### src/rtl/nes_video_pkg.sv
// Shared frame geometry, writer FSM states and the NES palette (RGB444) for the
// frame buffer write path.
package nes_video_pkg;

  localparam int FB_W = 256;
  localparam int FB_H = 240;

  typedef enum logic [1:0] {IDLE, ACTIVE, DONE} fb_state_t;

  // 2C02 palette reduced to the top nibble of each 8-bit channel.
  localparam logic [11:0] NES_PALETTE [64] = '{
    12'h777, 12'h00F, 12'h00B, 12'h42B, 12'h908, 12'hA02, 12'hA10, 12'h810,
    12'h530, 12'h070, 12'h060, 12'h050, 12'h045, 12'h000, 12'h000, 12'h000,
    12'hBBB, 12'h07F, 12'h05F, 12'h64F, 12'hD0C, 12'hE05, 12'hF30, 12'hE51,
    12'hA70, 12'h0B0, 12'h0A0, 12'h0A4, 12'h088, 12'h000, 12'h000, 12'h000,
    12'hFFF, 12'h3BF, 12'h68F, 12'h97F, 12'hF7F, 12'hF59, 12'hF75, 12'hFA4,
    12'hFB0, 12'hBF1, 12'h5D5, 12'h5F9, 12'h0ED, 12'h777, 12'h000, 12'h000,
    12'hFFF, 12'hAEF, 12'hBBF, 12'hDBF, 12'hFBF, 12'hFAC, 12'hFDB, 12'hFEA,
    12'hFD7, 12'hDF7, 12'hBFB, 12'hBFD, 12'h0FF, 12'hFDF, 12'h000, 12'h000
  };

endpackage

### src/rtl/nes_palette_rom.sv
// Registered palette lookup: 6-bit NES colour index to RGB444. Holds its output
// when no pixel is being converted.
module nes_palette_rom
  import nes_video_pkg::*;
(
  input  logic        clk,
  input  logic        rst,
  input  logic        en,
  input  logic [5:0]  idx,
  output logic [11:0] rgb
);

  logic [11:0] rgb_d, rgb_q;

  always_comb begin
    rgb_d = rgb_q;
    if (en) rgb_d = NES_PALETTE[idx];
  end

  always_ff @(posedge clk or negedge rst) begin
    if (!rst) rgb_q <= '0;
    else      rgb_q <= rgb_d;
  end

  assign rgb = rgb_q;

endmodule

### src/rtl/frame_buffer_writer.sv
// Write side of the double-buffered NES frame buffer: accepts the PPU pixel
// stream, converts to RGB444 and writes y*256+x into the bank not on display.
module frame_buffer_writer
  import nes_video_pkg::*;
#(
  parameter int ADDR_W = 20,
  parameter int FB_W   = nes_video_pkg::FB_W,
  parameter int FB_H   = nes_video_pkg::FB_H
) (
  input  logic              clk,
  input  logic              rst,
  input  logic              frame_start,
  input  logic              pix_valid,
  input  logic [5:0]        pix_color,
  output logic              pix_ready,
  output logic              fb_we,
  output logic [ADDR_W-1:0] fb_addr,
  output logic [11:0]       fb_data,
  output logic              fb_bank,
  output logic              frame_done,
  output logic              frame_overrun
);

  fb_state_t         state_d, state_q;
  logic [7:0]        x_d, x_q, y_d, y_q;
  logic              s1_vld_d, s1_vld_q, s1_last_d, s1_last_q;
  logic [5:0]        s1_color_d, s1_color_q;
  logic [15:0]       s1_yx_d, s1_yx_q;
  logic              fb_we_d, fb_we_q, frame_done_d, frame_done_q;
  logic              fb_bank_d, fb_bank_q, frame_overrun_d, frame_overrun_q;
  logic [ADDR_W-1:0] fb_addr_d, fb_addr_q;
  logic              accept, last_pix, eol;

  assign pix_ready = (state_q == ACTIVE) & ~frame_start;
  assign accept    = pix_valid & pix_ready;
  assign eol       = (x_q == 8'(FB_W - 1));
  assign last_pix  = eol && (y_q == 8'(FB_H - 1));

  always_comb begin
    state_d         = state_q;
    x_d             = x_q;
    y_d             = y_q;
    frame_overrun_d = 1'b0;
    s1_vld_d        = accept;
    s1_color_d      = s1_color_q;
    s1_yx_d         = s1_yx_q;
    s1_last_d       = s1_last_q;
    if (frame_start) begin
      frame_overrun_d = (state_q == ACTIVE);
      state_d         = ACTIVE;
      x_d             = 8'd0;
      y_d             = 8'd0;
    end else if (accept) begin
      s1_color_d = pix_color;
      s1_yx_d    = {y_q, x_q};
      s1_last_d  = last_pix;
      if (eol) begin
        x_d = 8'd0;
        y_d = last_pix ? 8'd0 : y_q + 8'd1;
      end else begin
        x_d = x_q + 8'd1;
      end
      if (last_pix) state_d = DONE;
    end
    fb_we_d      = s1_vld_q;
    frame_done_d = s1_vld_q & s1_last_q;
    // Bank bit is taken at S2 so a frame restarted right after DONE already
    // sees the flipped display bank.
    fb_addr_d    = s1_vld_q ? ADDR_W'({~fb_bank_q, s1_yx_q}) : fb_addr_q;
    fb_bank_d    = fb_bank_q ^ frame_done_q;
  end

  always_ff @(posedge clk or negedge rst) begin
    if (!rst) begin
      state_q         <= IDLE;
      x_q             <= '0;
      y_q             <= '0;
      s1_vld_q        <= 1'b0;
      s1_color_q      <= '0;
      s1_yx_q         <= '0;
      s1_last_q       <= 1'b0;
      fb_we_q         <= 1'b0;
      fb_addr_q       <= '0;
      frame_done_q    <= 1'b0;
      fb_bank_q       <= 1'b0;
      frame_overrun_q <= 1'b0;
    end else begin
      state_q         <= state_d;
      x_q             <= x_d;
      y_q             <= y_d;
      s1_vld_q        <= s1_vld_d;
      s1_color_q      <= s1_color_d;
      s1_yx_q         <= s1_yx_d;
      s1_last_q       <= s1_last_d;
      fb_we_q         <= fb_we_d;
      fb_addr_q       <= fb_addr_d;
      frame_done_q    <= frame_done_d;
      fb_bank_q       <= fb_bank_d;
      frame_overrun_q <= frame_overrun_d;
    end
  end

  nes_palette_rom u_palette (
    .clk (clk),
    .rst (rst),
    .en  (s1_vld_q),
    .idx (s1_color_q),
    .rgb (fb_data)
  );

  assign fb_we         = fb_we_q;
  assign fb_addr       = fb_addr_q;
  assign frame_done    = frame_done_q;
  assign fb_bank       = fb_bank_q;
  assign frame_overrun = frame_overrun_q;

endmodule
### config.mk
export PLATFORM = sky130hd
export DESIGN_NAME = frame_buffer_writer
export DESIGN_NICKNAME = d
export VERILOG_FILES = /design/src/rtl/nes_video_pkg.sv /design/src/rtl/nes_palette_rom.sv /design/src/rtl/frame_buffer_writer.sv
export SDC_FILE = /design/constraint.sdc
export NUM_CORES = 1
export LEC_CHECK = 0
export BUFFER_PORTS_ARGS = -buffer_cell sky130_fd_sc_hd__buf_2
export CORE_ASPECT_RATIO = 1.75
export CORE_MARGIN = 1.5
export CORE_UTILIZATION = 58
export CTS_CLUSTER_DIAMETER = 100
export DETAILED_ROUTE_END_ITERATION = 6
export GPL_TIMING_DRIVEN = 0
export HOLD_SLACK_MARGIN = 0.06
export PLACE_DENSITY = 0.88
export SYNTH_ARGS = -nofsm -noshare
export SYNTH_HDL_FRONTEND = slang
export SYNTH_SLANG_ARGS = --single-unit
### constraint.sdc
create_clock -name clk -period 2.2 [get_ports clk]
set_input_delay 0.22 -clock clk [delete_from_list [all_inputs] [get_ports clk]]
set_output_delay 0.22 -clock clk [all_outputs]
set_load 0.1 [all_outputs]
; Word-level counts from Yosys, hierarchy flattened
; Memories as Yosys holds them, arrays and structs flattened. A register that Yosys moved wholly into a read port is not among the register bits.
; Cells that the tools add are included.
[classes]
n_mux = 11
add_sub_neg = 2
bitwise = 7
n_reduce_logical = 8
eq_ne = 3
[op_table]
columns = op, count
row1 = $mux W8, 7
row2 = $add A8 B1 Y8 const B, 2
row3 = $eq A8 B8 Y1 const B, 2
row4 = $not A6 Y7, 1
row5 = $mux W2, 3
row6 = $reduce_and A2 Y1, 3
row7 = $reduce_bool A2 Y1, 3
row8 = $and A1 B1 Y1, 3
row9 = $eq A2 B1 Y1 const B, 1
row10 = $not A1 Y1, 2
row11 = $logic_and A1 B1 Y1, 1
row12 = $logic_not A1 Y1, 1
row13 = $mux W1, 1
row14 = $xor A1 B1 Y1, 1
[word_totals]
word_cells = 44
regBits = 63
mem_bits_ro = 768
mem_count = 1
in_bits = 10
output_inout_bits = 37
[memory_table]
columns = memory, words, width, read_ports, rd_ports_with_merged_regs, write_ports, line_no
row1 = (no name shown), 64, 12, 1, 1, 0, nes_palette_rom.sv:17  ; if (en) rgb_d = NES_PALETTE[idx];

; Depth between registers and ports, before layout
; Gate-level depths: netlist of run 1.
[depth]
depth_word = 6
depth_mapped = 8
mapped_depth_nobuf = 7

; By module
; From an unflattened synthesis of run 1, not the netlist that was laid out.
[hier_totals]
hier_cells = 457
hier_area_um2 = 4137.7
[modules_own_cells]
columns = mod, n_inst, cells_per_inst, seq_area_each_um2, area_each_um2
row1 = frame_buffer_writer, 1, 253, 1576.5, 2636.3
row2 = nes_palette_rom, 1, 204, 300.3, 1501.4

; Worst setup path before layout of run 1
; Ideal clock, no wire load.
[synth_timing]
path_kind = input -> output
start = input port frame_start
end = output port pix_ready
path_stages = 2
required_time_ps = 1980
arrival_time_ps = 2670
path_slack_ps = -690
n_path_buf = 1
path_cell_list = buf_1 -> nor3b_1
[synth_between]
elab_chain_len = 2
[synth_lines]
columns = item, line_no
row1 = "start, declared", frame_buffer_writer.sv:12  ; input logic frame_start,
row2 = $not A1 Y1 (no source line), n/a
row3 = $and A1 B1 Y1, frame_buffer_writer.sv:34  ; assign pix_ready = (state_q == ACTIVE) & ~frame_start;
row4 = "end, declared", frame_buffer_writer.sv:15  ; output logic pix_ready,
; Every way passes these cells.

; Worst setup path after layout of run 1
[layout_timing]
start = register s1_color_q[0]
end = register u_palette.rgb_q[11] (netlist: u_palette.rgb[11])
[layout_between]
elab_chain_len = 1
[layout_lines]
columns = item, line_no
row1 = "start, declared", frame_buffer_writer.sv:27  ; logic [5:0] s1_color_d, s1_color_q;
row2 = "start signal, assigned", frame_buffer_writer.sv:92  ; s1_color_q <= s1_color_d;
row3 = $not A6 Y7 (implied by the code), nes_palette_rom.sv:17
row4 = "end, declared", nes_palette_rom.sv:13  ; logic [11:0] rgb_d, rgb_q;
; Every way passes these cells.
; A chain may end at the register's enable or synchronous reset.

==> impl_results.md, run 1 <==
- Drt pass-1 iters: 5
- Clock power frac: 34.2%
- Post-synth EDFFs: 0
- Main synth FF type: dfrtp_1
- GRT overflow: 0
- Remaining antenna violation count: 0
- Nets: approximately 510
- Worst flop-to-flop path endpoint: u_palette.rgb[11]
- N_diodes: 0
- Most frequent cells after synthesis: nand2_1 (82), dfrtp_1 (75), nor2_1 (28), o21ai_0 (26), a21oi_1 (18)
- Largest family of logic cells by synthesized area: simple AND/OR/NAND/NOR gates
- Max Root-Sink Buffers: 2
- Met2 Wirelength: 6.14 mm
- Sw frac: 38.9%
- Die Span Y: 113 um
- Wire length per cell: 19.8 um
- R2R depth: 7
- Detailed placement HPWL: 8.05 mm
- RSZ-0062 raised after global routing: false
- Status: finished, final reports clean
- Peak supply drop: 0.000704 V
- Clock Skew: 8.23 ps
- Critical path startpoint category: flop
- Clock root buffer: clkbuf_16
- Hold Violations, Final: 0
- Switching Power: 1710 uW
- Setup TNS: 0 ps
- Die width: 65.6 um
- Row count: 39
- Top cells by area, synth: dfrtp_1 (47%), nand2_1 (7.7%), mux2_2 (4.5%), ha_1 (3.8%), o21ai_0 (3.3%)
- Clock H-tree levels: 3
- Finished Layout Cells: about 580
- Initial antenna violation count: 0
- Ys async rst share: between 90% and 100%
- Worst Setup SP: s1_color_q[0]
- Max-cap viol count: 0
- Critical Path Sink: u_palette.rgb[11]
- Synth warn: 0
- Vias/cell: between 6 and 7
- Max-slew headroom: 38.0%
- Routed vias: 3,561
- Final Routed Wirelength: 11.4 mm
- Crit path max fanout: 6
- Top sig layer: met4
- Most frequent cell after synthesis: nand2_1
- Share of layout cells above drive strength 1: between 20% and 30%
- Comb pwr share: 31.0%
- R2R setup slack: about 110 ps
- GPL Wtd Cong: 0.998
- Worst setup EP type: flop
- Metal3 WL: 458 um
- Synth unique cells: 55
- Final max-slew violation count: 0
- Fraction of the mapped netlist area in simple logic gates: 21.2%
- Leakage: 0.00234 uW
- Top Ports: 47
- Inst Count DP: 552
- Vias in the first global route: 3,699
- Max Freq: 0.477 GHz
- Synthesized-area fraction occupied by adder cells: 3.77%
- CTS tree: done
- CTS buffer count: 9
- Worst-skew pair later-pin latency: 350 ps
- Worst-Margin Slew: 931 ps
- CP Class: reg -> reg
- Core area: between 0.006 and 0.007 mm2
- Avg Synthesized Cell Area: 9.37 um2
- Crit path arrival time: between 2000 and 2500 ps
- Worst hold margin: 76.7 ps
- Pwr Density: 926 mW/mm2
- Netlist Area Pre-Place: 0.00398 mm2
- Clock-pin transition on the worst setup and hold timing paths: 60 ps
- Gr usage total: 33.7%
- Req. time, crit path: 2410 ps
- Drt drc: 0
- Sequential area share after synthesis: between 40% and 50%
- Count of input and output buffers: 43
- Hold Crit Class: in -> reg
- Initial Util: 60.4%
- Synth Area in Compound Gates: between 10% and 20%
- Cell taking the most area after synthesis: dfrtp_1
- Initial drt markers: 350
- Minimum clock period: 2090 ps
- Post-synth top area share: 47.1%
- Cell-internal power: 2680 uW
- Sequential power share: about a third
- Finish-stage setup viols: 0
- Die ar.: 0.00739 mm2
- Register bit total from synthesis: 75
- Mapped Cells: 425
- Largest net degree at the start of global routing: 76
- Tcrit/Tclk final: 95.2%
- P&R area growth vs syn: 19.0%
- Clock sink count: 75
- Wl on met1: 3.95 mm
- First-pass GRT wire length: 18.5 mm
- Multiplexer share of the synthesized area: 6.29%
- R2r startpoint: s1_color_q[0]
- XOR/XNOR share of the synthesized area: about 2.4%
per-stage QoR:
| step | worst slack (ps) | power [uW] | area [um2] | utilization (%) |
|---|---|---|---|---|
| after detailed placement | -472 | 2820 | 4310 | 65.5 |
| after floorplan | 236 | 2520 | 3990 | - |
| final | 105 | 4390 | 4740 | 71.9 |
| after global routing | 69.6 | 4550 | 4740 | 71.9 |
| after CTS | 4.40 | 4340 | 4690 | 71.1 |
| after global placement | -527 | 2820 | 4310 | 65.5 |
sequential cells by signal, indices dropped and copies added (netlist names):
| name | cells |
|---|---|
| y_q | 8 |
| frame_done | 1 |
| frame_overrun | 1 |
| state_q | 2 |
| fb_we | 1 |
| s1_color_q | 6 |
| u_palette.rgb | 12 |
| s1_last_q | 1 |
| x_q | 8 |
| fb_bank | 1 |
| s1_yx_q | 16 |
| fb_we_d | 1 |
| fb_addr | 17 |
logic make-up (layout without fill, tap and decap cells):
| group | after synthesis | in the layout |
|---|---|---|
| mux | 23 | 23 |
| simple gates | 174 | 174 |
| buf+inv | 42 | 109 |
| other cells | 1 | 3 |
| compound gates | 87 | 87 |
| fa+ha+maj | 12 | 12 |
| flops | 75 | 75 |
| xor+xnor | 11 | 11 |
layout make-up:
cell class | count | area, um2
multi-input cells | 310 | 1970
flip-flops and latches | 75 | 1880
fillers | 485 | 1850
repair buffers | 51 | 280
clock buffers | 9 | 225
plain buffers | 32 | 160
well taps | 82 | 103
clock inverters | 7 | 76.3
inverters | 10 | 45.0
critical path, cell delays in order, from the launching register on:
cell and delay [ps]:
dfrtp_2 410, clkinvlp_4 150, ha_4 340, or3b_2 470, a21oi_1 150, a31oi_1 100, a21oi_2 250, a21oi_1 90
power by group through the flow:
| stage | Sequential (uW) | Combinational, uW | Clock (uW) |
|---|---|---|---|
| after floorplan | 2030 | 495 | 0 |
| after global placement | 1550 | 1270 | 0 |
| after detailed placement | 1560 | 1270 | 0 |
| after CTS | 1530 | 1310 | 1510 |
| after global routing | 1540 | 1440 | 1570 |
| final | 1530 | 1360 | 1500 |
layout by cell type, fill, tap and decap left out, types with 3 or more instances in the layout:
master / instances
mux2i_1: 7
o41ai_1: 3
nor3_2: 3
o221ai_1: 4
buf_2: 52
o211ai_1: 4
buf_1: 4
mux2_2: 16
xor2_1: 10
dfrtp_1: 73
nor2b_1: 8
a21oi_1: 17
inv_1: 6
conb_1: 3
a31oi_1: 7
and2_1: 4
nor3_1: 9
nand3_1: 12
nand2b_1: 8
o21ai_0: 26
clkbuf_1: 12
a311oi_1: 3
clkinvlp_4: 3
nand2_1: 82
ha_1: 10
nand4_1: 5
buf_4: 11
nor2_1: 28
clkbuf_16: 9
and3_1: 4
repair_timing:
item | CTS | global route
endpoints found under the setup margin | 10 | 6
hold endpoints to repair | 16 | 0
resized for setup | 9 | 6
hold buffers | 1 | 0
setup buffers | 3 | 4
layer usage:
layer | GRT usage [%] | vias to the layer above
li1 | - | 1607
met2 | 59.0 | 146
met5 | 0 | -
met3 | 5.91 | 62
met1 | 35.4 | 1746
met4 | 23.2 | 0
how the worst min path moves through the flow:
stage                             from             to  depth (start not counted)
after floorplan                    rst     fb_addr[0]                          0
after global placement         fb_we_d          fb_we                          0
after detailed placement       fb_we_d          fb_we                          0
after CTS                 pix_color[5]  s1_color_q[5]                          3
after global routing      pix_color[0]  s1_color_q[0]                          3
final                     pix_color[5]  s1_color_q[5]                          3
(Power assumes the default switching activity.)
==> run 2, diff against run 1 <==
- PLACE_DENSITY: 0.88 -> 0.79
==> impl_results.md, run 2 (same netlist as run 1, synthesis figures left out) <==
- Initial drt markers: 316 (-9.7%)
- Req. time, crit path: 2400 ps (about the same)
- Routed vias: 3,502 (-1.7%)
- CP Class: reg -> reg
- Hold Violations, Final: 0 (unchanged)
- Max-slew headroom: 37.7% (-0.27 points)
- Clock H-tree levels: 3 (unchanged)
- Die ar.: 0.00739 mm2 (unchanged)
- Die Span Y: 113 um (unchanged)
- Most common cell after layout, fill and taps aside: nand2_1
- Worst slack, placed: -374 ps (+98.4 ps)
- Fin area: 0.00472 mm2 (-0.37%)
- P&R area growth vs syn: 18.6%
- Status: finished, final reports clean
- Crit path arrival time: 2290 ps (about the same)
- Leakage: 0.00233 uW (-0.47%)
- Gr usage total: 33.9% (+0.19 points)
- CTS buffer count: 9 (unchanged)
- Tcrit/Tclk final: 95.2% (about the same)
- Row count: 39 (unchanged)
- Largest net degree at the start of global routing: 76 (unchanged)
- Worst setup margin: 107 ps (+1.24 ps)
- Hold Crit Class: in -> reg
- Largest register FFs: 17 (unchanged)
- Critical path startpoint category: flop
- Pwr Density: 946 mW/mm2 (+2.2%)
- Core area: 0.00659 mm2 (unchanged)
- Drt drc: 0 (unchanged)
- Minimum clock period: 2090 ps (-1.24 ps)
- Count of input and output buffers: 43 (unchanged)
- Top Ports: 47 (unchanged)
- Max-cap viol count: 0 (unchanged)
- Clock-pin transition on the worst setup and hold timing paths: 60 ps (about the same)
- Most frequent cells in the layout: nand2_1 (82), dfrtp_1 (73), buf_2 (52)
- RSZ-0062 raised after global routing: false
- Worst-skew pair later-pin latency: 340 ps (about the same)
- Worst-Margin Slew: 935 ps (+4.02 ps)
- First-pass GRT wire length: 18.5 mm (-0.18%)
- Fill cell count: 483 (-0.41%)
- CTS tree: done
- Clock sink count: 75 (unchanged)
- GRT overflow: 0 (unchanged)
- Die width: 65.6 um (unchanged)
- Cell Area, Placed: 0.00431 mm2 (unchanged)
- Nets: 507 (-0.78%)
- Final max-slew violation count: 0 (unchanged)
- Wire length per cell: 20.2 um (+2.1%)
- Initial Util: 60.4% (unchanged)
- Remaining antenna violation count: 0 (unchanged)
- Vias in the first global route: 3,538 (-4.4%)
- Drt pass-1 iters: 4 (-1)
- Crit path max fanout: 6 (unchanged)
- GPL Wtd Cong: 0.954 (-4.4%)
- Clock Skew: 4.08 ps (-4.16 ps)
- Initial antenna violation count: 0 (unchanged)
- Peak supply drop: 0.000806 V (+14%)
- Final Routed Wirelength: 11.6 mm (+1.4%)
- Detailed placement HPWL: 8.08 mm (+0.39%)
- Vias/cell: 6.12 (-0.97%)
- Max Root-Sink Buffers: 2 (unchanged)
- Worst setup EP type: flop
- Max Freq: 0.478 GHz (about the same)
- Clock root buffer: clkbuf_16
- Finish-stage setup viols: 0 (unchanged)
- N_diodes: 0 (unchanged)
- Share of layout cells above drive strength 1: 23.3% (-0.62 points)
[run 2: area by class of cell]
class | count | area (um2) | share of cell area [%]
buffer | 32 | 160 | 3.39
clock buffer | 10 | 239 | 5.06
timing repair buffer | 47 | 250 | 5.30
inverter | 10 | 41.3 | 0.875
sequential | 75 | 1880 | 39.8
multi-input combinational | 310 | 1960 | 41.5
tap | 82 | 103 | 2.17
clock inverter | 6 | 88.8 | 1.88
[run 2: worst max-delay path, stage by stage, from the launching register on]
cell and delay [ps]:
dfrtp_2 390, clkinvlp_4 140, ha_2 420, or3b_2 470, a21oi_1 150, a31oi_1 70, a21oi_2 230, a21oi_1 90
[run 2: report_power, final]
group	internal [uW]	total [uW]	switching [uW]
sequential	1470	1530	59.9
clock	1020	1600	581
combinational	302	1330	1030
total	2800	4470	1670
[run 2: what timing repair did]
| item | CTS | global route |
|---|---|---|
| setup buffers | 3 | 0 |
| resized for setup | 10 | 3 |
| hold buffers | 1 | 0 |
| hold endpoints to repair | 12 | 0 |
| setup endpoints to repair | 7 | 7 |
| pin swaps | 0 | 0 |
[run 2: metrics by stage]
step / hold slack, ps / power [uW] / setup TNS, ps / std cells / util, %
after floorplan: -75.6 / 2520 / 0 / 427 / -
after global placement: 367 / 2830 / -1450 / 552 / 65.5
after detailed placement: 359 / 2830 / -1330 / 552 / 65.5
after CTS: 87.6 / 4450 / 0 / 572 / 71.6
after global routing: 124 / 4610 / 0 / 572 / 71.7
final: 88.6 / 4470 / 0 / 572 / 71.7
[run 2: metal layers]
metal | GRT usage, % | vias up | routed length, um
met5 | 0 | - | 0
met4 | 21.9 | 0 | 687
met3 | 4.51 | 47 | 531
met2 | 61.1 | 156 | 6410
met1 | 35.4 | 1702 | 3950
li1 | - | 1597 | -
[run 2: worst paths after layout]
path	startpoint	endpoint	slack, ps	cells after the start
min in group asynchronous	rst	u_palette.rgb[5]	550	2
worst min register to register	fb_we_d	fb_we	370	0
max in group asynchronous	rst	s1_color_q[1]	990	2
worst max-delay path	s1_color_q[1]	u_palette.rgb[11]	110	7
worst min-delay path	pix_color[3]	s1_color_q[3]	90	3
worst max register to register	s1_color_q[1]	u_palette.rgb[11]	110	7
